--- config.mk ---
export PLATFORM = sky130hd
export DESIGN_NAME = cla_pipe_adder
export DESIGN_NICKNAME = d
export VERILOG_FILES = /design/src/rtl/cla_pipe_adder.sv
export SDC_FILE = /design/constraint.sdc
export NUM_CORES = 1
export LEC_CHECK = 0
export ABC_CLOCK_PERIOD_IN_PS = 5920
export CAP_MARGIN = 15
export CORE_MARGIN = 5
export CORE_UTILIZATION = 51
export DETAILED_ROUTE_END_ITERATION = 6
export PLACE_DENSITY = 0.83
export REMOVE_ABC_BUFFERS = 1
export SLEW_MARGIN = 20
export SYNTH_ARGS = -nofsm -noshare
export SYNTH_HDL_FRONTEND = slang
export SYNTH_SLANG_ARGS = --single-unit
--- constraint.sdc ---
create_clock -name clk -period 5.92 [get_ports clk]
set_clock_uncertainty 0.15 [all_clocks]
set_input_delay 1.184 -clock clk [delete_from_list [all_inputs] [get_ports clk]]
set_output_delay 1.184 -clock clk [all_outputs]
set_load 0.02 [all_outputs]
--- src/rtl/cla_pipe_adder.sv ---
// Pipelined carry-lookahead add/sub: the operand is split into STAGES segments,
// each resolved by 16-bit CLA slices under a slice-level lookahead, carry registered between segments.
module cla_pipe_adder #(
    parameter int WIDTH  = 64,
    parameter int STAGES = 2,
    parameter int TAG_W  = 5
) (
    input  logic             clk,
    input  logic             rst,
    input  logic             in_valid,
    output logic             in_ready,
    input  logic [WIDTH-1:0] in_a,
    input  logic [WIDTH-1:0] in_b,
    input  logic             in_sub,
    input  logic             in_ci,
    input  logic [TAG_W-1:0] in_tag,
    output logic             out_valid,
    input  logic             out_ready,
    output logic [WIDTH-1:0] out_s,
    output logic             out_co,
    output logic             out_ov,
    output logic             out_zero,
    output logic [TAG_W-1:0] out_tag
);

    localparam int SEG  = WIDTH / STAGES;
    localparam int NS   = SEG / 16;
    localparam int LAST = STAGES - 1;

    if (STAGES < 1 || STAGES > 4 || (WIDTH % (16 * STAGES)) != 0) begin : g_bad_params
        $error("cla_pipe_adder: WIDTH/STAGES must give a segment width that is a multiple of 16");
    end

    // 4-bit lookahead unit: returns {group_g, group_p, carries into positions 3..0}
    function automatic logic [5:0] clu4(input logic [3:0] g, input logic [3:0] p, input logic ci);
        logic [3:0] c;
        c[0] = ci;
        c[1] = g[0] | (p[0] & ci);
        c[2] = g[1] | (p[1] & g[0]) | (p[1] & p[0] & ci);
        c[3] = g[2] | (p[2] & g[1]) | (p[2] & p[1] & g[0]) | (p[2] & p[1] & p[0] & ci);
        return {g[3] | (p[3] & g[2]) | (p[3] & p[2] & g[1]) | (p[3] & p[2] & p[1] & g[0]),
                &p, c};
    endfunction

    // 16-bit slice as two CLU levels: returns {slice_g, slice_p, sum}
    function automatic logic [17:0] cla16(input logic [15:0] a, input logic [15:0] b, input logic ci);
        logic [15:0] g;
        logic [15:0] p;
        logic [15:0] c;
        logic [3:0]  ng;
        logic [3:0]  np;
        logic [3:0]  nc;
        logic [5:0]  r;
        logic        sg;
        logic        sp;
        g = a & b;
        p = a ^ b;
        for (int q = 0; q < 4; q++) begin
            r     = clu4(g[4*q +: 4], p[4*q +: 4], 1'b0);
            ng[q] = r[5];
            np[q] = r[4];
        end
        r  = clu4(ng, np, ci);
        nc = r[3:0];
        sg = r[5];
        sp = r[4];
        for (int q = 0; q < 4; q++) begin
            r            = clu4(g[4*q +: 4], p[4*q +: 4], nc[q]);
            c[4*q +: 4]  = r[3:0];
        end
        return {sg, sp, p ^ c};
    endfunction

    // One segment: slice G/P feed a lookahead over slices, then slices resolve sums
    function automatic logic [SEG:0] seg_add(input logic [SEG-1:0] a, input logic [SEG-1:0] b,
                                             input logic ci);
        logic [NS-1:0]  sg;
        logic [NS-1:0]  sp;
        logic [NS:0]    sc;
        logic [17:0]    r;
        logic [SEG-1:0] s;
        for (int j = 0; j < NS; j++) begin
            r     = cla16(a[16*j +: 16], b[16*j +: 16], 1'b0);
            sg[j] = r[17];
            sp[j] = r[16];
        end
        sc[0] = ci;
        for (int j = 0; j < NS; j++) begin
            sc[j+1] = sg[j] | (sp[j] & sc[j]);
        end
        for (int j = 0; j < NS; j++) begin
            r              = cla16(a[16*j +: 16], b[16*j +: 16], sc[j]);
            s[16*j +: 16]  = r[15:0];
        end
        return {sc[NS], s};
    endfunction

    logic             adv;
    logic [WIDTH-1:0] b_eff;

    assign adv      = !out_valid || out_ready;
    assign in_ready = adv;
    assign b_eff    = in_b ^ {WIDTH{in_sub}};

    for (genvar k = 0; k < STAGES; k++) begin : g_stage
        localparam int LO_W = (k + 1) * SEG;
        localparam int HI_W = WIDTH - LO_W;

        logic             v_in;
        logic [TAG_W-1:0] tag_in;
        logic [SEG-1:0]   a_seg;
        logic [SEG-1:0]   b_seg;
        logic             c_in;
        logic [SEG:0]     seg_res;
        logic [LO_W-1:0]  lo_d;

        logic             v_q;
        logic [TAG_W-1:0] tag_q;
        logic [LO_W-1:0]  lo_q;
        logic             c_q;

        if (k == 0) begin : g_src
            assign v_in   = in_valid;
            assign tag_in = in_tag;
            assign a_seg  = in_a[SEG-1:0];
            assign b_seg  = b_eff[SEG-1:0];
            assign c_in   = in_sub | in_ci;
            assign lo_d   = seg_res[SEG-1:0];
        end else begin : g_src
            assign v_in   = g_stage[k-1].v_q;
            assign tag_in = g_stage[k-1].tag_q;
            assign a_seg  = g_stage[k-1].g_hi.a_hi_q[SEG-1:0];
            assign b_seg  = g_stage[k-1].g_hi.b_hi_q[SEG-1:0];
            assign c_in   = g_stage[k-1].c_q;
            assign lo_d   = {seg_res[SEG-1:0], g_stage[k-1].lo_q};
        end

        assign seg_res = seg_add(a_seg, b_seg, c_in);

        always_ff @(posedge clk) begin
            if (rst) begin
                v_q   <= 1'b0;
                tag_q <= '0;
                lo_q  <= '0;
                c_q   <= 1'b0;
            end else if (adv) begin
                v_q <= v_in;
                if (v_in) begin
                    tag_q <= tag_in;
                    lo_q  <= lo_d;
                    c_q   <= seg_res[SEG];
                end
            end
        end

        // Operand segments not yet consumed ride along until their stage
        if (HI_W > 0) begin : g_hi
            logic [HI_W-1:0] a_hi_d;
            logic [HI_W-1:0] b_hi_d;
            logic [HI_W-1:0] a_hi_q;
            logic [HI_W-1:0] b_hi_q;

            if (k == 0) begin : g_hsrc
                assign a_hi_d = in_a[WIDTH-1:SEG];
                assign b_hi_d = b_eff[WIDTH-1:SEG];
            end else begin : g_hsrc
                assign a_hi_d = g_stage[k-1].g_hi.a_hi_q[HI_W+SEG-1:SEG];
                assign b_hi_d = g_stage[k-1].g_hi.b_hi_q[HI_W+SEG-1:SEG];
            end

            always_ff @(posedge clk) begin
                if (rst) begin
                    a_hi_q <= '0;
                    b_hi_q <= '0;
                end else if (adv && v_in) begin
                    a_hi_q <= a_hi_d;
                    b_hi_q <= b_hi_d;
                end
            end
        end
    end

    // Carry into the MSB recovered from its sum bit: c[W-1] = a ^ b ^ s at bit W-1
    logic c_msb;
    logic ov_q;
    logic zero_q;

    assign c_msb = g_stage[LAST].a_seg[SEG-1] ^ g_stage[LAST].b_seg[SEG-1] ^
                   g_stage[LAST].seg_res[SEG-1];

    always_ff @(posedge clk) begin
        if (rst) begin
            ov_q   <= 1'b0;
            zero_q <= 1'b0;
        end else if (adv && g_stage[LAST].v_in) begin
            ov_q   <= c_msb ^ g_stage[LAST].seg_res[SEG];
            zero_q <= ~|g_stage[LAST].lo_d;
        end
    end

    assign out_valid = g_stage[LAST].v_q;
    assign out_s     = g_stage[LAST].lo_q;
    assign out_co    = g_stage[LAST].c_q;
    assign out_tag   = g_stage[LAST].tag_q;
    assign out_ov    = ov_q;
    assign out_zero  = zero_q;

endmodule

Word-level counts from Yosys, hierarchy flattened
Index checks and enable logic that the tools add are counted.

storage, ports and cells
  register bits after elaboration = 176

cells by class
  bitwise logic cells = 485
  reduce and logical (&&, ||, !) cells = 28

operator list
  kind                  number
  bitwise AND 1 bit     284
  OR 1 bit              185
  XOR 16 bit            8
  bitwise AND 16 bit    4
  AND reduction 16 bit  4
  AND reduction 4 bit   16
  OR reduction 64 bit   1
  XOR 64 bit            1
  AND reduction 2 bit   2
  XOR 1 bit             3
  logical AND 1 bit     2
  logical NOT 1 bit     2
  logical OR 1 bit      1

Depth between registers and ports, before layout
Gate-level depths: netlist (run 1).

  depth after elaboration = 17
  mapped depth = 17
  gate-level depth less buffers = 17

Worst setup path before layout (run 1)
OpenSTA, ideal clock, no wires.

  path type = input port to flip-flop
  from = input in_sub
  to = register g_stage[0].lo_q[28]
  setup time = 86 ps
  arrival time = 4503 ps
  data required time = 5684 ps
  slack = 1182 ps
  stages on the path = 14
  buffers on the path = 2
  cell sequence = clkbuf_1 > clkbuf_1 > xor2_1 > ha_1 > a21o_1 > a21o_1 > a221o_1 > o21ai_2 > a21oi_1 > o211ai_2 > nand2_1 > nor2_1 > fa_1 > a211oi_1

between the ends
  cells in the longest elaborated chain, start to end = 14

ends and longest elaborated chain
  what                                                         line  RTL
  start, declared                                              14    input logic in_sub,
  XOR 64 bit                                                   103   assign b_eff = in_b ^ {WIDTH{in_sub}};
  XOR 16 bit or bitwise AND 16 bit (tied branches)             n/a
  bitwise AND 1 bit                                            n/a
  OR 1 bit or bitwise AND 1 bit (tied branches) (2 in series)  n/a
  OR 1 bit                                                     n/a
  bitwise AND 1 bit                                            n/a
  OR 1 bit (3 in series)                                       n/a
  OR 1 bit                                                     89    sc[j+1] = sg[j] | (sp[j] & sc[j]);
  bitwise AND 1 bit                                            40    c[3] = g[2] | (p[2] & g[1]) | (p[2] & p[1] & g[0]) | (p[2] & p[1] & p[0] & ci);
  OR 1 bit                                                     40
  XOR 16 bit (*)                                               71    return {sg, sp, p ^ c};
  end signal, assigned                                         150   lo_q <= lo_d;
  end, declared                                                119   logic [LO_W-1:0] lo_q;

Mark *: on every way between the ends. The rest lies on a longest branch, timed or not.
A chain may end at the register's enable or synchronous reset.

Final worst setup path (run 1)
  from = register g_stage[0].g_hi.a_hi_q[15]
  to = register zero_q (netlist: out_zero)

RTL lines
  what                                                         line  RTL
  start, declared                                              160   logic [HI_W-1:0] a_hi_q;
  start signal, assigned                                       176   a_hi_q <= a_hi_d;
  XOR 16 bit                                                   57    p = a ^ b;
  bitwise AND 1 bit                                            n/a
  OR 1 bit or bitwise AND 1 bit (tied branches) (2 in series)  n/a
  OR 1 bit (4 in series)                                       n/a
  OR 1 bit (*)                                                 89
  bitwise AND 1 bit (*)                                        40
  OR 1 bit (*)                                                 40
  XOR 16 bit (*)                                               71
  named net g_stage[1].lo_d[60]                                115   logic [LO_W-1:0] lo_d;
  OR reduction 64 bit (*)                                      197   zero_q <= ~|g_stage[LAST].lo_d;
  logical NOT 1 bit (*)                                        197
  end signal, assigned                                         197
  end, declared                                                186   logic zero_q;

Mark *: on every way through the listed nets, which the timed path passes. The rest lies on a longest branch.

==> flow_summary_export.csv, run 1 <==
group,metric,value,unit
sta,rsz0062_at_grt,"false",
logic_synthesis,ys_warn_count,0,
worst_hold_path,hp-class,"reg2reg",
layout,final_cell_mix,"230 x nand2_1, 210 x clkdlybuf4s50_1, 176 x dfxtp_1",
clocking,cts_setup_buffers,0,
sta,fmax,199,MHz
power_and_ir_drop,peakVddDrop,0.000180,V
clocking,insertion_delay,420,ps
critical_path,cp_num_buf_inv,0,
critical_path,worstSetupPathType,"reg2reg",
layout,stdcell_area,12500,µm²
sta,min_period_over_period,0.848,
routing,drc_errors,0,
floorplanning,start_util,0.517,
critical_path,reg2reg_depth,16,
floorplanning,dieArea,21800,µm²
grt,grt-ovfl-total,0,
critical_path,cp-start-kind,"register",
grt,grt_pass1_wl,41500,µm
sta,relSlewSlack,0.286,
sta,setup_slack,902,ps
run_status,status,"complete, no violations",
routing,ant_nets,0,
place,post-place-ws,987,ps
grt,grt_max_degree,104,
logic_synthesis,ys_seq_area_frac,0.364,
logic_synthesis,synth.cell_area,9670,µm²
sta,tightest_slew,1070,ps
floorplanning,core,18700,µm²
layout,nNetsFinal,1561,
critical_path,critPathArrivalTime,5200,ps
logic_synthesis,synth_cell_types,70,
logic_synthesis,synth-main-ff-cell,"dfxtp_1",
worst_hold_path,whs_path_depth,2,
critical_path,path_common_cell,"o31ai_2",
logic_synthesis,postSynthCellCount,1170,
layout,syn2layout_area_growth,29.3,%
routing,drt_iter0_drc,385,
routing,routed_wl,25600,µm
clocking,cts_buffers,17,
sta,finalSetupTns,0,ps
logic_synthesis,synth_seq_cells,176,
grt,grt_pass1_vias,8586,
grt,antenna_found_initial,1,
routing,routed_via_density,5.49,
clocking,cts_buffer_depth,2,
place,dpl.hpwl,18900,µm
worst_hold_path,min_from,"out_s[43]",
grt,track_usage,0.232,
logic_synthesis,synth_edf_count,0,
layout,final_cells,1589,
layout,layout_commonest_cell,"nand2_1",
floorplanning,io_pins,213,
logic_synthesis,async_flop_share,0,
routing,drt_first_pass_iters,5,
critical_path,crit_family,"compound AO/OA/AOI/OAI gates",
clocking,cts.clk_slew.worst_paths,60,ps
layout,drive_gt1_frac,0.0539,
critical_path,critPathCaptureType,"register",
routing,vias,8718,
routing,post_drt_wl_per_cell,16.1,µm
place,dp_cells,1557,
power_and_ir_drop,design_power_total,3.30,mW
place,post_dp_cell_area,11900,µm²
critical_path,path_cells,"ha_1 -> and2_4 -> a221o_1 -> a32oi_2 -> o31ai_2 -> a21oi_4 -> o21bai_2 -> a21o_1 -> fa_1 -> nor4_1 -> and4_1 -> nand4_1 -> nor2_1 -> o211ai_1 -> nand4bb_1 -> o31ai_2",
floorplanning,die_w,148,µm
critical_path,crit_slowest_cell,"nor4_1",
clocking,cts_tree,"done",
clocking,cts_root_buf,"clkbuf_16",
sta,finalHoldViolations,0,
critical_path,cp_slowest_stage_delay,600,ps
worst_hold_path,hold_end,"out_s[43]",
layout,n_antenna_cell,0,
sta,setup_viol,0,
flow_run,cap_violations,0,
critical_path,cp_max_fo,7,
logic_synthesis,synth_area_per_cell,8.27,µm²
power_and_ir_drop,powerDensity,264,nW/µm²
power_and_ir_drop,power_leakage,4.91,nW
sta,period_minus_slack,5020,ps
place,place_congestion,0.874,
clocking,cts.repair.resized,0,
layout,nFillCells,1578,
clocking,cts_htree_levels,4,
critical_path,ff2ff_setup_slack,900,ps
critical_path,r2r_end,"out_zero",
place,port_buffers,212,
clocking,holdBufCountCts,0,
floorplanning,die_h,148,µm
critical_path,reg2reg_from,"g_stage[0].g_hi.a_hi_q[15]",
floorplanning,fp-row-count,50,
clocking,cts.sinks,176,
critical_path,required,6100,ps
sta,slew_violations,0,
[synthesized netlist by cell type, types with 4 or more instances]
cell type	instances	area (µm²)
nor2_1	90	338
nand3_1	13	65.1
nand3b_1	5	37.5
fa_1	16	320
or2_2	7	43.8
nand2_1	232	871
nand4_1	11	68.8
o21ai_0	17	85.1
nor2b_1	5	31.3
a211oi_1	49	368
nor4b_1	4	35.0
and2_1	8	50.1
a21oi_1	140	701
a21o_1	12	90.1
dfxtp_1	176	3520
o21a_1	12	90.1
or3_1	7	43.8
nor4_1	10	62.6
xor2_1	41	359
nor3b_1	4	30.0
o211ai_1	5	37.5
ha_1	64	801
buf_1	10	37.5
a31oi_1	4	25.0
o31ai_1	4	30.0
xnor2_1	53	464
nor3_1	18	90.1
inv_1	32	120
clkbuf_1	56	210
[state kept, by name, summed over array words and instances, names as in the netlist]
register,cells
g_stage.c_q,1
g_stage.g_hi.a_hi_q,32
g_stage.g_hi.b_hi_q,32
g_stage.lo_q,32
g_stage.tag_q,5
g_stage.v_q,1
out_co,1
out_ov,1
out_s,64
out_tag,5
out_valid,1
out_zero,1
[worst max-delay path by stage]
| stage | endpoint | slack (ps) | depth (start not counted) | start |
|---|---|---|---|---|
| floorplan | g_stage[0].lo_q[22] | 1130 | 5 | out_ready |
| global placement | out_zero | 1040 | 16 | g_stage[0].g_hi.a_hi_q[14] |
| detailed placement | out_zero | 990 | 16 | g_stage[0].g_hi.a_hi_q[14] |
| CTS | out_zero | 910 | 16 | g_stage[0].g_hi.a_hi_q[15] |
| global route | out_zero | 730 | 16 | g_stage[0].g_hi.a_hi_q[14] |
| finish | out_zero | 900 | 16 | g_stage[0].g_hi.a_hi_q[15] |
[stage by stage]
stage	utilization	hold slack (ps)
6_report	0.669	302
2_1_floorplan	-	276
5_1_grt	0.669	316
3_3_place_gp	0.636	285
3_5_place_dp	0.636	296
4_1_cts	0.669	305
[logic make-up after synthesis]
family          synth area share
buf+inv                   0.0380
simple gates               0.195
xor+xnor                  0.0851
compound gates             0.198
flops                      0.364
mux                      0.00466
fa+ha+maj                  0.116
[power by group]
part           switching, mW  internal [mW]
Sequential            0.0614           1.27
Combinational          0.429          0.375
Clock                  0.459          0.700
[worst min-delay path: stages (launching register included)]
cell and delay (ps):
dfxtp_1 310, nand2_1 50, a21oi_1 50
[layer usage]
| layer | global-route usage | share of wire |
|---|---|---|
| met1 | 0.289 | 0.43 |
| met2 | 0.400 | 0.48 |
| met3 | 0.0552 | 0.070 |
| met4 | 0.0704 | 0.018 |
| met5 | 0 | 0.00027 |
[final cells by class]
type | count | area, µm² | area share
Clock buffer | 24 | 482 | 0.0385
Clock inverter | 8 | 128 | 0.0102
Inverter | 32 | 120 | 0.00960
Multi-Input combinational cell | 896 | 5790 | 0.463
Sequential cell | 176 | 3520 | 0.282
Tap cell | 234 | 293 | 0.0234
Timing Repair Buffer | 219 | 2170 | 0.174
No activity file was read; power rests on OpenSTA's default activity.
==> run 2: changes to the inputs <==
--- a/config.mk
+++ b/config.mk
@@ -5,7 +5,7 @@
 export SDC_FILE = /design/constraint.sdc
 export NUM_CORES = 1
 export LEC_CHECK = 0
-export ABC_CLOCK_PERIOD_IN_PS = 5920
+export ABC_CLOCK_PERIOD_IN_PS = 4800
 export CAP_MARGIN = 15
 export CORE_MARGIN = 5
 export CORE_UTILIZATION = 51
==> constraint.sdc (replaced) <==
create_clock -name clk -period 4.8 [get_ports clk]
set_clock_uncertainty 0.15 [all_clocks]
set_input_delay 0.96 -clock clk [delete_from_list [all_inputs] [get_ports clk]]
set_output_delay 0.96 -clock clk [all_outputs]
set_load 0.02 [all_outputs]
==> flow_summary_export.csv, run 2 (synthesis results as in run 1) <==
group,metric,value,unit
run_status,status,"complete, no violations",
sta,rsz0062_at_grt,"false",
routing,vias,8890,
layout,n_antenna_cell,0,
grt,antenna_found_initial,2,
routing,ant_nets,0,
clocking,cts_htree_levels,4,
floorplanning,io_pins,213,
critical_path,cp_slowest_stage_delay,520,ps
grt,grt_pass1_vias,8635,
floorplanning,start_util,0.517,
critical_path,critPathLaunch,"g_stage[0].g_hi.a_hi_q[15]",
place,place_congestion,0.905,
clocking,holdBufCountCts,0,
routing,drc_errors,0,
routing,routed_via_density,5.60,
grt,grt_pass1_wl,42200,µm
grt,track_usage,0.238,
clocking,cts_setup_buffers,0,
layout,final_cell_mix,"230 x nand2_1, 210 x clkdlybuf4s50_1, 176 x dfxtp_1",
power_and_ir_drop,power_leakage,4.90,nW
sta,tightest_slew,969,ps
critical_path,path_cells,"ha_1 -> and2_4 -> a221o_1 -> a32oi_2 -> o31ai_2 -> a21oi_4 -> o21bai_2 -> a21o_1 -> fa_1 -> nor4_4 -> and4_1 -> nand4_1 -> nor2_1 -> o211ai_1 -> nand4bb_1 -> o31ai_2",
power_and_ir_drop,peakVddDrop,0.000225,V
worst_hold_path,whs_path_depth,2,
sta,finalHoldViolations,0,
layout,syn2layout_area_growth,29.1,%
routing,routed_wl,26500,µm
layout,nFillCells,1561,
clocking,cts.sinks,176,
layout,final_core_util,0.668,
critical_path,reg2reg_from,"g_stage[0].g_hi.a_hi_q[15]",
sta,relSlewSlack,0.354,
layout,drive_gt1_frac,0.0554,
critical_path,critPathCaptureType,"register",
critical_path,crit_slowest_cell,"fa_1",
clocking,cts_buffers,17,
clocking,cts_tree,"done",
clocking,cts_buffer_depth,2,
critical_path,cp-start-kind,"register",
floorplanning,dieArea,21800,µm²
sta,setup_viol,0,
floorplanning,die_w,148,µm
floorplanning,die_h,148,µm
grt,grt-ovfl-total,0,
layout,largest_register_ff_count,64,
worst_hold_path,hp-class,"reg2reg",
floorplanning,fp-row-count,50,
critical_path,critPathArrivalTime,4740,ps
place,port_buffers,212,
critical_path,reg2reg_depth,16,
layout,nNetsFinal,1564,
routing,post_drt_wl_per_cell,16.7,µm
layout,layout_commonest_cell,"nand2_1",
critical_path,required,4990,ps
sta,fmax,220,MHz
flow_run,cap_violations,0,
critical_path,cp_max_fo,7,
power_and_ir_drop,powerDensity,314,nW/µm²
clocking,cts_root_buf,"clkbuf_16",
critical_path,path_common_cell,"o31ai_2",
grt,grt_max_degree,90,
worst_hold_path,min_from,"g_stage[0].tag_q[2]",
sta,min_period_over_period,0.947,
sta,slew_violations,0,
place,dpl.hpwl,19600,µm
critical_path,worstSetupPathType,"reg2reg",
clocking,insertion_delay,430,ps
clocking,cts.clk_slew.worst_paths,60,ps
sta,period_minus_slack,4550,ps
power_and_ir_drop,design_power_total,3.93,mW
routing,drt_first_pass_iters,5,
routing,drt_iter0_drc,499,
floorplanning,core,18700,µm²
[run 2: cell types whose count changed in the layout (fill, tap and decap cells not counted), sizes merged]
| cell | delta |
|---|---|
| clkinv | +1 |
| bufinv | -2 |
| buf | +3 |
| clkbuf | -2 |
| inv | -1 |
[run 2: critical path: cells and delay by family, from the launching register on]
kind | cells | cell delay (ps)
AND/OR/NAND/NOR | 6 | 1320
AO/OA/AOI/OAI | 8 | 1770
flip-flops | 1 | 310
adder cells (fa/ha/maj) | 2 | 900
[run 2: final timing paths]
kind / end / slack [ps]
worst max-delay path: out_zero / 250
worst max register to register: out_zero / 250
worst min register to register: out_tag[2] / 300
worst min-delay path: out_tag[2] / 300
[run 2: layer usage]
metal,vias to the layer above,part of all wire,global-route usage
li1,4395,-,-
met1,4141,0.43,0.298
met2,298,0.47,0.398
met3,52,0.075,0.0601
met4,4,0.023,0.0839
met5,-,0.00079,0
[run 2: cell type report]
| type | instances | area (µm²) | area share |
|---|---|---|---|
| clock buffers | 22 | 454 | 0.0364 |
| clock inverters | 6 | 63.8 | 0.00511 |
| multi-input cells | 896 | 5830 | 0.467 |
| well taps | 234 | 293 | 0.0234 |
| flip-flops and latches | 176 | 3520 | 0.282 |
| inverters | 32 | 120 | 0.00962 |
| repair buffers | 222 | 2210 | 0.177 |
[run 2: power by group]
part	internal (mW)	total [mW]	switching, mW
sequential	1.57	1.65	0.0793
clock	0.715	1.26	0.549
combinational	0.471	1.02	0.544
total	2.76	3.93	1.17
[run 2: repair_timing]
item | in CTS | in global routing
setup endpoints to repair | 1 | 1
gates cloned | 0 | 0
resized for setup | 1 | 4
pin swaps | 0 | 1
[run 2: through the flow]
stage,setup TNS [ps],area (µm²),hold slack [ps],cells,setup slack [ps]
finish,0,12500,301,1588,254
global route,0,12500,314,1588,34.4
CTS,0,12500,302,1588,36.9
detailed placement,-70.9,11900,294,1560,-70.9
global placement,0,11900,286,1560,58.6
floorplan,0,9430,276,1104,237
